**src/rtl/mem_wb_stage.sv**
```systemverilog
// Memory access + MEM/WB pipeline register for a 5-stage RV32 core.
// Latency: write-back fields are registered 1 cycle after the completing cycle.
// Backpressure: StallM freezes upstream while a memory access is outstanding.
//
// Ports:
//   clk, reset                - clock, async active-high reset
//   validM .. upimmM          - EX/MEM slot contents (held stable while StallM=1)
//   dmem_*                    - data memory request/response (req/ready handshake)
//   StallM                    - freeze upstream stages
//   RegWriteW, RDW, ResultW   - register-file write-back
//   misalignW, buserrW        - one-cycle exception pulses
module mem_wb_stage #(
    parameter int unsigned TIMEOUT = 255
) (
    input  logic        clk,
    input  logic        reset,
    input  logic        validM,
    input  logic        RegWriteM,
    input  logic        MemWriteM,
    input  logic [1:0]  ResultSrcM,
    input  logic [2:0]  LoadM,
    input  logic [1:0]  StoreM,
    input  logic [4:0]  RDM,
    input  logic [31:0] ALUResultM,
    input  logic [31:0] WriteDataM,
    input  logic [31:0] PCPlus4M,
    input  logic [31:0] upimmM,
    output logic        dmem_req,
    output logic        dmem_we,
    output logic [31:0] dmem_addr,
    output logic [31:0] dmem_wdata,
    output logic [3:0]  dmem_be,
    input  logic        dmem_ready,
    input  logic [31:0] dmem_rdata,
    output logic        StallM,
    output logic        RegWriteW,
    output logic [4:0]  RDW,
    output logic [31:0] ResultW,
    output logic        misalignW,
    output logic        buserrW
);

    localparam logic [7:0] LP_TIMEOUT = TIMEOUT[7:0];

    typedef enum logic {
        S_IDLE = 1'b0,
        S_WAIT = 1'b1
    } state_t;

    state_t      r_state;
    logic [7:0]  r_cnt;
    logic        r_we;
    logic [31:0] r_addr;
    logic [31:0] r_wdata;
    logic [3:0]  r_be;

    logic [1:0]  w_off;
    logic        w_mem_op;
    logic        w_misalign;
    logic        w_wait;
    logic        w_issue;
    logic        w_abort;
    logic        w_done;
    logic        w_misalign_ev;
    logic [3:0]  w_be;
    logic [31:0] w_wdata;
    logic [31:0] w_shifted;
    logic [31:0] w_load;
    logic [31:0] w_result;

    assign w_off    = ALUResultM[1:0];
    assign w_mem_op = validM & (MemWriteM | (ResultSrcM == 2'b01));
    assign w_wait   = (r_state == S_WAIT);

    // Natural-alignment check; byte accesses are never misaligned.
    always_comb begin
        w_misalign = 1'b0;
        if (MemWriteM) begin
            case (StoreM)
                2'b00:   w_misalign = |w_off;
                2'b01:   w_misalign = w_off[0];
                default: w_misalign = 1'b0;
            endcase
        end else begin
            case (LoadM)
                3'b000:         w_misalign = |w_off;
                3'b001, 3'b010: w_misalign = w_off[0];
                default:        w_misalign = 1'b0;
            endcase
        end
    end

    // Byte enables and lane-replicated store data for the issue cycle.
    always_comb begin
        w_be    = 4'b1111;
        w_wdata = WriteDataM;
        if (MemWriteM) begin
            case (StoreM)
                2'b01: begin
                    w_be    = 4'b0011 << w_off;
                    w_wdata = {2{WriteDataM[15:0]}};
                end
                2'b10: begin
                    w_be    = 4'b0001 << w_off;
                    w_wdata = {4{WriteDataM[7:0]}};
                end
                default: begin
                    w_be    = 4'b1111;
                    w_wdata = WriteDataM;
                end
            endcase
        end
    end

    assign w_issue       = (r_state == S_IDLE) & w_mem_op & ~w_misalign;
    assign w_misalign_ev = (r_state == S_IDLE) & w_mem_op & w_misalign;
    // Abort cycle releases StallM so the aborted instruction leaves EX/MEM.
    assign w_abort       = w_wait & ~dmem_ready & (r_cnt == LP_TIMEOUT);
    assign w_done        = ((r_state == S_IDLE) & validM & ~w_mem_op)
                         | (w_issue & dmem_ready)
                         | (w_wait & dmem_ready);

    assign StallM   = ~reset & ((w_issue & ~dmem_ready) | (w_wait & ~dmem_ready & ~w_abort));
    assign dmem_req = ~reset & (w_issue | w_wait);

    // In WAIT the request comes from the latched copy taken at issue.
    always_comb begin
        dmem_we    = 1'b0;
        dmem_addr  = 32'd0;
        dmem_wdata = 32'd0;
        dmem_be    = 4'd0;
        if (dmem_req) begin
            if (w_wait) begin
                dmem_we    = r_we;
                dmem_addr  = r_addr;
                dmem_wdata = r_wdata;
                dmem_be    = r_be;
            end else begin
                dmem_we    = MemWriteM;
                dmem_addr  = {ALUResultM[31:2], 2'b00};
                dmem_wdata = w_wdata;
                dmem_be    = w_be;
            end
        end
    end

    // Load extraction: align the addressed lane down to bit 0, then extend.
    assign w_shifted = dmem_rdata >> {w_off, 3'b000};

    always_comb begin
        case (LoadM)
            3'b001:  w_load = {{16{w_shifted[15]}}, w_shifted[15:0]};
            3'b010:  w_load = {16'd0, w_shifted[15:0]};
            3'b011:  w_load = {{24{w_shifted[7]}}, w_shifted[7:0]};
            3'b100:  w_load = {24'd0, w_shifted[7:0]};
            default: w_load = dmem_rdata;
        endcase
    end

    always_comb begin
        case (ResultSrcM)
            2'b00:   w_result = ALUResultM;
            2'b01:   w_result = w_load;
            2'b10:   w_result = PCPlus4M;
            default: w_result = upimmM;
        endcase
    end

    always_ff @(posedge clk or posedge reset) begin
        if (reset) begin
            r_state   <= S_IDLE;
            r_cnt     <= 8'd0;
            r_we      <= 1'b0;
            r_addr    <= 32'd0;
            r_wdata   <= 32'd0;
            r_be      <= 4'd0;
            RegWriteW <= 1'b0;
            RDW       <= 5'd0;
            ResultW   <= 32'd0;
            misalignW <= 1'b0;
            buserrW   <= 1'b0;
        end else begin
            misalignW <= w_misalign_ev;
            buserrW   <= w_abort;

            if (w_done) begin
                RegWriteW <= RegWriteM & (|RDM);
                RDW       <= RDM;
                ResultW   <= w_result;
            end else begin
                RegWriteW <= 1'b0;
            end

            case (r_state)
                S_IDLE: begin
                    if (w_issue & ~dmem_ready) begin
                        r_state <= S_WAIT;
                        r_cnt   <= 8'd0;
                        r_we    <= MemWriteM;
                        r_addr  <= {ALUResultM[31:2], 2'b00};
                        r_wdata <= w_wdata;
                        r_be    <= w_be;
                    end
                end
                S_WAIT: begin
                    if (dmem_ready | w_abort) begin
                        r_state <= S_IDLE;
                        r_cnt   <= 8'd0;
                    end else begin
                        r_cnt <= r_cnt + 8'd1;
                    end
                end
                default: r_state <= S_IDLE;
            endcase
        end
    end

endmodule
```
**config.mk**
```make
export PLATFORM = sky130hd
export DESIGN_NAME = mem_wb_stage
export DESIGN_NICKNAME = d
export VERILOG_FILES = /design/src/rtl/mem_wb_stage.sv
export SDC_FILE = /design/constraint.sdc
export NUM_CORES = 1
export LEC_CHECK = 0
export ABC_AREA = 1
export BUFFER_PORTS_ARGS = -buffer_cell sky130_fd_sc_hd__buf_2
export CORE_MARGIN = 1
export CORE_UTILIZATION = 50
export CTS_CLUSTER_DIAMETER = 60
export DETAILED_ROUTE_END_ITERATION = 12
export GPL_ROUTABILITY_DRIVEN = 0
export HOLD_SLACK_MARGIN = 0.15
export PLACE_DENSITY = 0.77
export SETUP_SLACK_MARGIN = 0.2
export SKIP_CTS_REPAIR_TIMING = 1
export SYNTH_ARGS = -nofsm -noshare
export SYNTH_HDL_FRONTEND = slang
export SYNTH_SLANG_ARGS = --single-unit
```
**constraint.sdc**
```tcl
create_clock -name clk -period 7.6 [get_ports clk]
set_input_delay 0.76 -clock clk [delete_from_list [all_inputs] [get_ports clk]]
set_output_delay 0.76 -clock clk [all_outputs]
set_load 0.05 [all_outputs]
```
==> results.sh, run 1 <==
export IMPL_power_density_nw_per_um2=257
export IMPL_syn_to_final_growth_pct=23.5
export IMPL_fin_setup_tns_ns=0
export IMPL_antenna_found_initial=4
export IMPL_ys_async_sr_fraction_pct=100
export IMPL_wirelength_mm=27.1
export IMPL_regToRegEndpoint="r_wdata[27]"
export IMPL_peakVddDrop_uv=189
export IMPL_worstPathCellList="buf_2 > inv_1 > ha_1 > nand2_1 > a21oi_1 > a22oi_1 > nand2_1 > o21ai_0 > nor2_1 > buf_2"
export IMPL_status="finished, final reports clean"
export IMPL_yosys_area_top_type_share_pct=36.6
export IMPL_yosysTopAreaCell="dfrtp_1"
export IMPL_drive_gt1_share_pct=25.3
export IMPL_period_share_pct=52.3
export IMPL_clkLatencyLatePin_ns=0.42
export IMPL_relSlewSlack_pct=25.1
export IMPL_placed_cell_area_um2=9210
export IMPL_htree_levels=4
export IMPL_post_synth_xor_area_fraction_pct=0.552
export IMPL_synth_main_ff_cell="dfrtp_1"
export IMPL_synth_top_family_by_area="simple AND/OR/NAND/NOR gates"
export IMPL_gr_usage_all_layers_pct=33.1
export IMPL_viasPerCell=5.42
export IMPL_worstSetupEndpointType="output port"
export IMPL_dieArea_um2=16400
export IMPL_finalSetupViolCount=0
export IMPL_fin_nets=1614
export IMPL_fillers=1426
export IMPL_syn_area_um2=7940
export IMPL_grt_max_degree=136
export IMPL_grt_overflow=0
export IMPL_critPathKind="input pin to output port"
export IMPL_grt_pass1_vias=7835
export IMPL_syn_avg_cell_area_um2=6.60
export IMPL_synth_cell_types=38
export IMPL_cap_violations=0
export IMPL_dr_total_vias=8981
export IMPL_critPathBufInv=3
export IMPL_boundaryPins=289
export IMPL_wl_per_cell_um=16.3
export IMPL_clockBufferDepth=2
export IMPL_r2r_setup_slack_ns=4.98
export IMPL_ff2ff_path_depth=6
export IMPL_drtPass1Iterations=6
export IMPL_crit_slowest_cell="a21oi_1"
export IMPL_grt_first_pass_wirelength_mm=41.3
export IMPL_dieWidth_um=128
export IMPL_io_buffer_count=286
export IMPL_synth_edff_count=0
export IMPL_cts_tree="built"
export IMPL_ys_warn_count=0
export IMPL_rsz0062_at_grt="false"
export IMPL_cp_slowest_stage_delay_ns=0.72
export IMPL_rr_startpoint="r_state"
export IMPL_numCtsBuffers=17
export IMPL_dpl_cell_count=1624
export IMPL_initial_core_util_pct=51.6
export IMPL_path_clk_slew_ns=0.06
export IMPL_yosys_top_cells_area="dfrtp_1 (37%), nand2_1 (18%), o21ai_0 (6.2%)"
export IMPL_core_um2=15400
export IMPL_leakagePower_nw=5.57
export IMPL_tightest_slew_ns=1.12
export IMPL_report_final_slew_viol_count=0
export IMPL_drtIter0Drc=884
export IMPL_ys_top_cells_by_count="nand2_1 (389), dfrtp_1 (116), nor2_1 (115)"
export IMPL_ys_seq_area_share_pct=36.6
export IMPL_drc=0
export IMPL_cts_sinks=116
export IMPL_drtAntennaViolNets=0
export IMPL_fin_skew_ns=0.00644
export IMPL_yosys_area_share_simple_pct=34.7
export IMPL_min_path_type="input pin to async pin"
export IMPL_fmax_mhz=252
export IMPL_synth_compound_gate_area_share_pct=16.1
export IMPL_startpoint="StoreM[0]"
export IMPL_stdcell_count=1658
export IMPL_dp_hpwl_mm=19.7
export IMPL_synth_mux_area_share_pct=0
export IMPL_cp_required_ns=6.84
export IMPL_fin_util_pct=63.8
export IMPL_die_h_um=128
export IMPL_critPathTopFamily="compound AO/OA/AOI/OAI gates"
export IMPL_hold_violations=0
export IMPL_min_period_ns=3.97
export IMPL_synth_most_common_cell="nand2_1"
export IMPL_rows=45
export IMPL_synth_seq_cells=116
export IMPL_design_area_um2=9800
export IMPL_clock_root_buffer="clkbuf_16"
export IMPL_synthAdderAreaFrac_pct=0.631
export IMPL_critPathArrivalTime_ns=3.21
export IMPL_critPathLaunchType="input pin"
export IMPL_syn_inst=1202
export IMPL_crit_path_max_fanout=21
==> power by group <==
group	internal (mW)	switching (mW)
clock network	0.484	0.310
logic	0.233	0.643
registers	0.767	0.0806
==> cell usage in the layout, fill, tap and decap left out, drive strengths merged, types with 24 or more instances in the layout <==
| cell | instances |
|---|---|
| nand2 | 392 |
| buf | 294 |
| o21ai | 149 |
| nor2 | 138 |
| dfrtp | 116 |
| inv | 110 |
| nand3 | 58 |
| nand4 | 49 |
| a21oi | 44 |
| a211oi | 24 |
==> sequential cells by signal, summed over array words and instances, names as in the netlist <==
signal,count
RDW,5
RegWriteW,1
ResultW,32
buserrW,1
misalignW,1
r_addr,30
r_be,4
r_cnt,8
r_state,1
r_wdata,32
r_we,1
==> cells by family after synthesis <==
kind of cell	count (synthesis)
AO/OA/AOI/OAI	234
XOR/XNOR	5
adder cells (fa/ha/maj)	4
buffers and inverters	195
flip-flops	116
other	1
AND/OR/NAND/NOR	647
==> cell type report <==
| class | instances | area (um2) | share of cell area, % |
|---|---|---|---|
| Inverter | 111 | 420 | 4.29 |
| Tap cell | 211 | 264 | 2.69 |
| Sequential cell | 116 | 2900 | 29.6 |
| Clock inverter | 15 | 158 | 1.61 |
| Antenna cell | 2 | 5.00 | 0.0511 |
| Timing Repair Buffer | 294 | 1490 | 15.2 |
| Multi-Input combinational cell | 892 | 4130 | 42.2 |
| Clock buffer | 17 | 425 | 4.34 |
==> stage by stage <==
| stage | setup slack, ns | hold slack, ns | power (mW) |
|---|---|---|---|
| finish | 3.63 | 0.467 | 2.52 |
| global route | 3.24 | 0.507 | 2.64 |
| CTS | 3.64 | 0.484 | 2.52 |
| detailed placement | 3.68 | 0.469 | 1.72 |
| global placement | 3.68 | 0.461 | 1.71 |
| floorplan | 2.60 | 0.448 | 1.50 |
==> worst max-delay path by stage <==
stage / end / slack [ns] / depth (start not counted)
after global placement: dmem_wdata[13] / 3.68 / 11
after floorplan: dmem_addr[10] / 2.60 / 4
final: dmem_wdata[19] / 3.63 / 10
after global routing: dmem_wdata[13] / 3.24 / 11
after detailed placement: dmem_wdata[19] / 3.68 / 10
after CTS: dmem_be[0] / 3.64 / 6
==> worst reg2reg max path, stage by stage, from the launching register on <==
cell and delay [ns]:
dfrtp_1 0.51, clkinv_2 0.27, nand2_1 0.17, a21oi_4 0.06
nand3_4 0.34, buf_4 0.84, o21ai_0 0.27
==> per-layer routing <==
metal  share of wire (%)  up-vias  global-route usage [%]
li1                    -     4362                       -
met1                  41     4050                    45.0
met2                  45      507                    50.9
met5               0.048        -                       0
met4                 3.8        2                    14.0
met3                  10       60                    7.43
(Power assumes the default switching activity.)
==> inputs of run 2 (changes only) <==
ABC_AREA = 0   (was 1)
CORE_UTILIZATION = 46   (was 50)
PLACE_DENSITY = 0.74   (was 0.77)
clock period = 3.4 ns   (was 7.6 ns; I/O delays follow)
==> results.sh, run 2 <==
export IMPL_yosysTopAreaCell="dfrtp_1"
export IMPL_grt_pass1_vias=7898
export IMPL_cp_required_ns=3.06
export IMPL_io_buffer_count=286
export IMPL_cp_endpoint="dmem_wdata[22]"
export IMPL_cp_slowest_stage_delay_ns=0.40
export IMPL_min_period_ns=2.86
export IMPL_ys_warn_count=0
export IMPL_numCtsBuffers=17
export IMPL_ys_top_cells_by_count="nand2_1 (247), dfrtp_1 (116), nor2_1 (105)"
export IMPL_fin_util_pct=59.7
export IMPL_wl_per_cell_um=18.6
export IMPL_crit_slowest_cell="dfrtp_2"
export IMPL_critPathBufInv=2
export IMPL_dp_hpwl_mm=20.0
export IMPL_drtIter0Drc=637
export IMPL_gr_usage_all_layers_pct=31.5
export IMPL_r2r_setup_slack_ns=1.13
export IMPL_initial_core_util_pct=46.8
export IMPL_rows=47
export IMPL_rsz0062_at_grt="false"
export IMPL_synth_most_common_cell="nand2_1"
export IMPL_antenna_found_initial=0
export IMPL_min_path_type="input pin to flop"
export IMPL_worstPathCellList="nand2b_1 > a21o_1 > nor3b_1 > o21ai_4 > buf_4 > a211oi_1 > buf_2"
export IMPL_critPathTopFamily="compound AO/OA/AOI/OAI gates"
export IMPL_syn_area_um2=7740
export IMPL_rr_startpoint="r_state"
export IMPL_tightest_slew_ns=0.882
export IMPL_critPathArrivalTime_ns=2.52
export IMPL_peakVddDrop_uv=357
export IMPL_finalSetupViolCount=0
export IMPL_dr_total_vias=8379
export IMPL_clock_root_buffer="clkbuf_16"
export IMPL_status="finished, final reports clean"
export IMPL_leakagePower_nw=4.95
export IMPL_power_density_nw_per_um2=556
export IMPL_wirelength_mm=27.2
export IMPL_htree_levels=4
export IMPL_viasPerCell=5.73
export IMPL_ys_async_sr_fraction_pct=100
export IMPL_met3_usage_pct=6.94
export IMPL_ff2ff_path_depth=6
export IMPL_syn_to_final_growth_pct=27.5
export IMPL_startpoint="r_state"
export IMPL_clkLatencyLatePin_ns=0.42
export IMPL_report_final_slew_viol_count=0
export IMPL_path_depth=7
export IMPL_power_mw=5.48
export IMPL_core_um2=16500
export IMPL_grt_max_degree=91
export IMPL_hold_start="RDM[2]"
export IMPL_relSlewSlack_pct=41.2
export IMPL_die_h_um=132
export IMPL_synth_seq_cells=116
export IMPL_clockBufferDepth=2
export IMPL_grt_busiest_layer="met2"
export IMPL_critPathKind="flop to output port"
export IMPL_dieArea_um2=17300
export IMPL_cts_sinks=116
export IMPL_fmax_mhz=349
export IMPL_hold_violations=0
export IMPL_final_common_cell="buf_2"
export IMPL_dieWidth_um=132
export IMPL_drtAntennaViolNets=0
export IMPL_grt_overflow=0
export IMPL_cts_tree="built"
export IMPL_drive_gt1_share_pct=29.8
export IMPL_stdcell_count=1462
export IMPL_synth_edff_count=0
export IMPL_drtPass1Iterations=5
export IMPL_critPathLaunchType="flop"
export IMPL_syn_avg_cell_area_um2=7.88
export IMPL_grtUsageMet1_pct=41.5
export IMPL_cap_violations=0
export IMPL_fin_nets=1413
export IMPL_dpl_cell_count=1429
export IMPL_boundaryPins=289
export IMPL_period_share_pct=84.2
export IMPL_yosys_top_cells_area="dfrtp_1 (38%), nand2_1 (12%), mux2i_1 (8.0%)"
export IMPL_path_clk_slew_ns=0.06
export IMPL_grt_first_pass_wirelength_mm=42.5
export IMPL_ys_seq_area_share_pct=37.5
export IMPL_yosys_area_top_type_share_pct=37.5
export IMPL_antenna_cells=0
export IMPL_worstSetupEndpointType="output port"
export IMPL_reg_largest_list="ResultW (32), r_wdata (32), r_addr (30)"
export IMPL_met2_usage_pct=48.4
export IMPL_fin_setup_tns_ns=0
export IMPL_fin_skew_ns=0.00769
export IMPL_regToRegEndpoint="r_addr[10]"
export IMPL_final_cell_mix="buf_2 (286), nand2_1 (247), dfrtp_1 (115)"
export IMPL_crit_path_max_fanout=17
export IMPL_drc=0
export IMPL_synth_cell_types=63
export IMPL_syn_inst=982
export IMPL_synth_main_ff_cell="dfrtp_1"
-- run 2: cell count changes in the layout (fill, tap and decap cells not counted), moves of 15 or more --
cell     change
a22oi_1     +20
buf_4       +15
inv_1       -90
mux2i_1     +62
nand2_1    -142
nand3_1     -52
nand4_1     -48
nor2_2      -18
o21ai_0     -24
o21ai_1     -40
-- run 2: worst min-delay path, stage by stage --
cell and delay [ns]:
buf_2 0.08, nand2_1 0.04, nand2_1 0.06
-- run 2: power breakdown --
group	switching [mW]	internal [mW]	leakage (nW)	total, mW
registers	0.174	1.70	1.44	1.87
logic	1.32	0.548	3.24	1.87
clock network	0.659	1.08	0.275	1.74
total	2.16	3.33	4.95	5.48
-- run 2: final cells by class --
cell class                 instances  area [um2]
clock buffer                      20         447
clock inverter                    10         110
fill                            1507        6660
inverter                          14        56.3
multi-input combinational        768        4410
sequential                       116        2900
tap                              220         275
timing repair buffer             314        1670
-- run 2: kinds of logic after synthesis --
kind of cell,share of synthesized area (%)
buf+inv,6.09
fa+ha+maj,1.03
xor+xnor,0.453
other cells,0.0485
flops,37.5
compound gates,22.9
mux,9.04
simple gates,23.0
-- run 2: how the worst min path moves through the flow --
stage | end | cells past startpoint
2_1_floorplan | r_wdata[24] | 2
3_3_place_gp | RDW[0] | 2
3_5_place_dp | RDW[2] | 2
4_1_cts | RDW[1] | 3
5_1_grt | RDW[2] | 3
6_report | RDW[2] | 3
-- run 2: through the flow --
step / hold slack, ns / setup WS, ns / instance area (um2)
floorplan: 0.445 / -0.0890 / 7750
global placement: 0.449 / 0.702 / 9280
detailed placement: 0.453 / 0.542 / 9280
CTS: 0.110 / 0.392 / 9830
global route: 0.159 / 0.339 / 9870
finish: 0.134 / 0.537 / 9870
-- run 2: metal layers --
layer / vias to the layer above / share of wire, %
li1: 3928 / -
met1: 3922 / 41
met2: 452 / 46
met3: 77 / 8.7
met4: 0 / 4.2
met5: - / 0
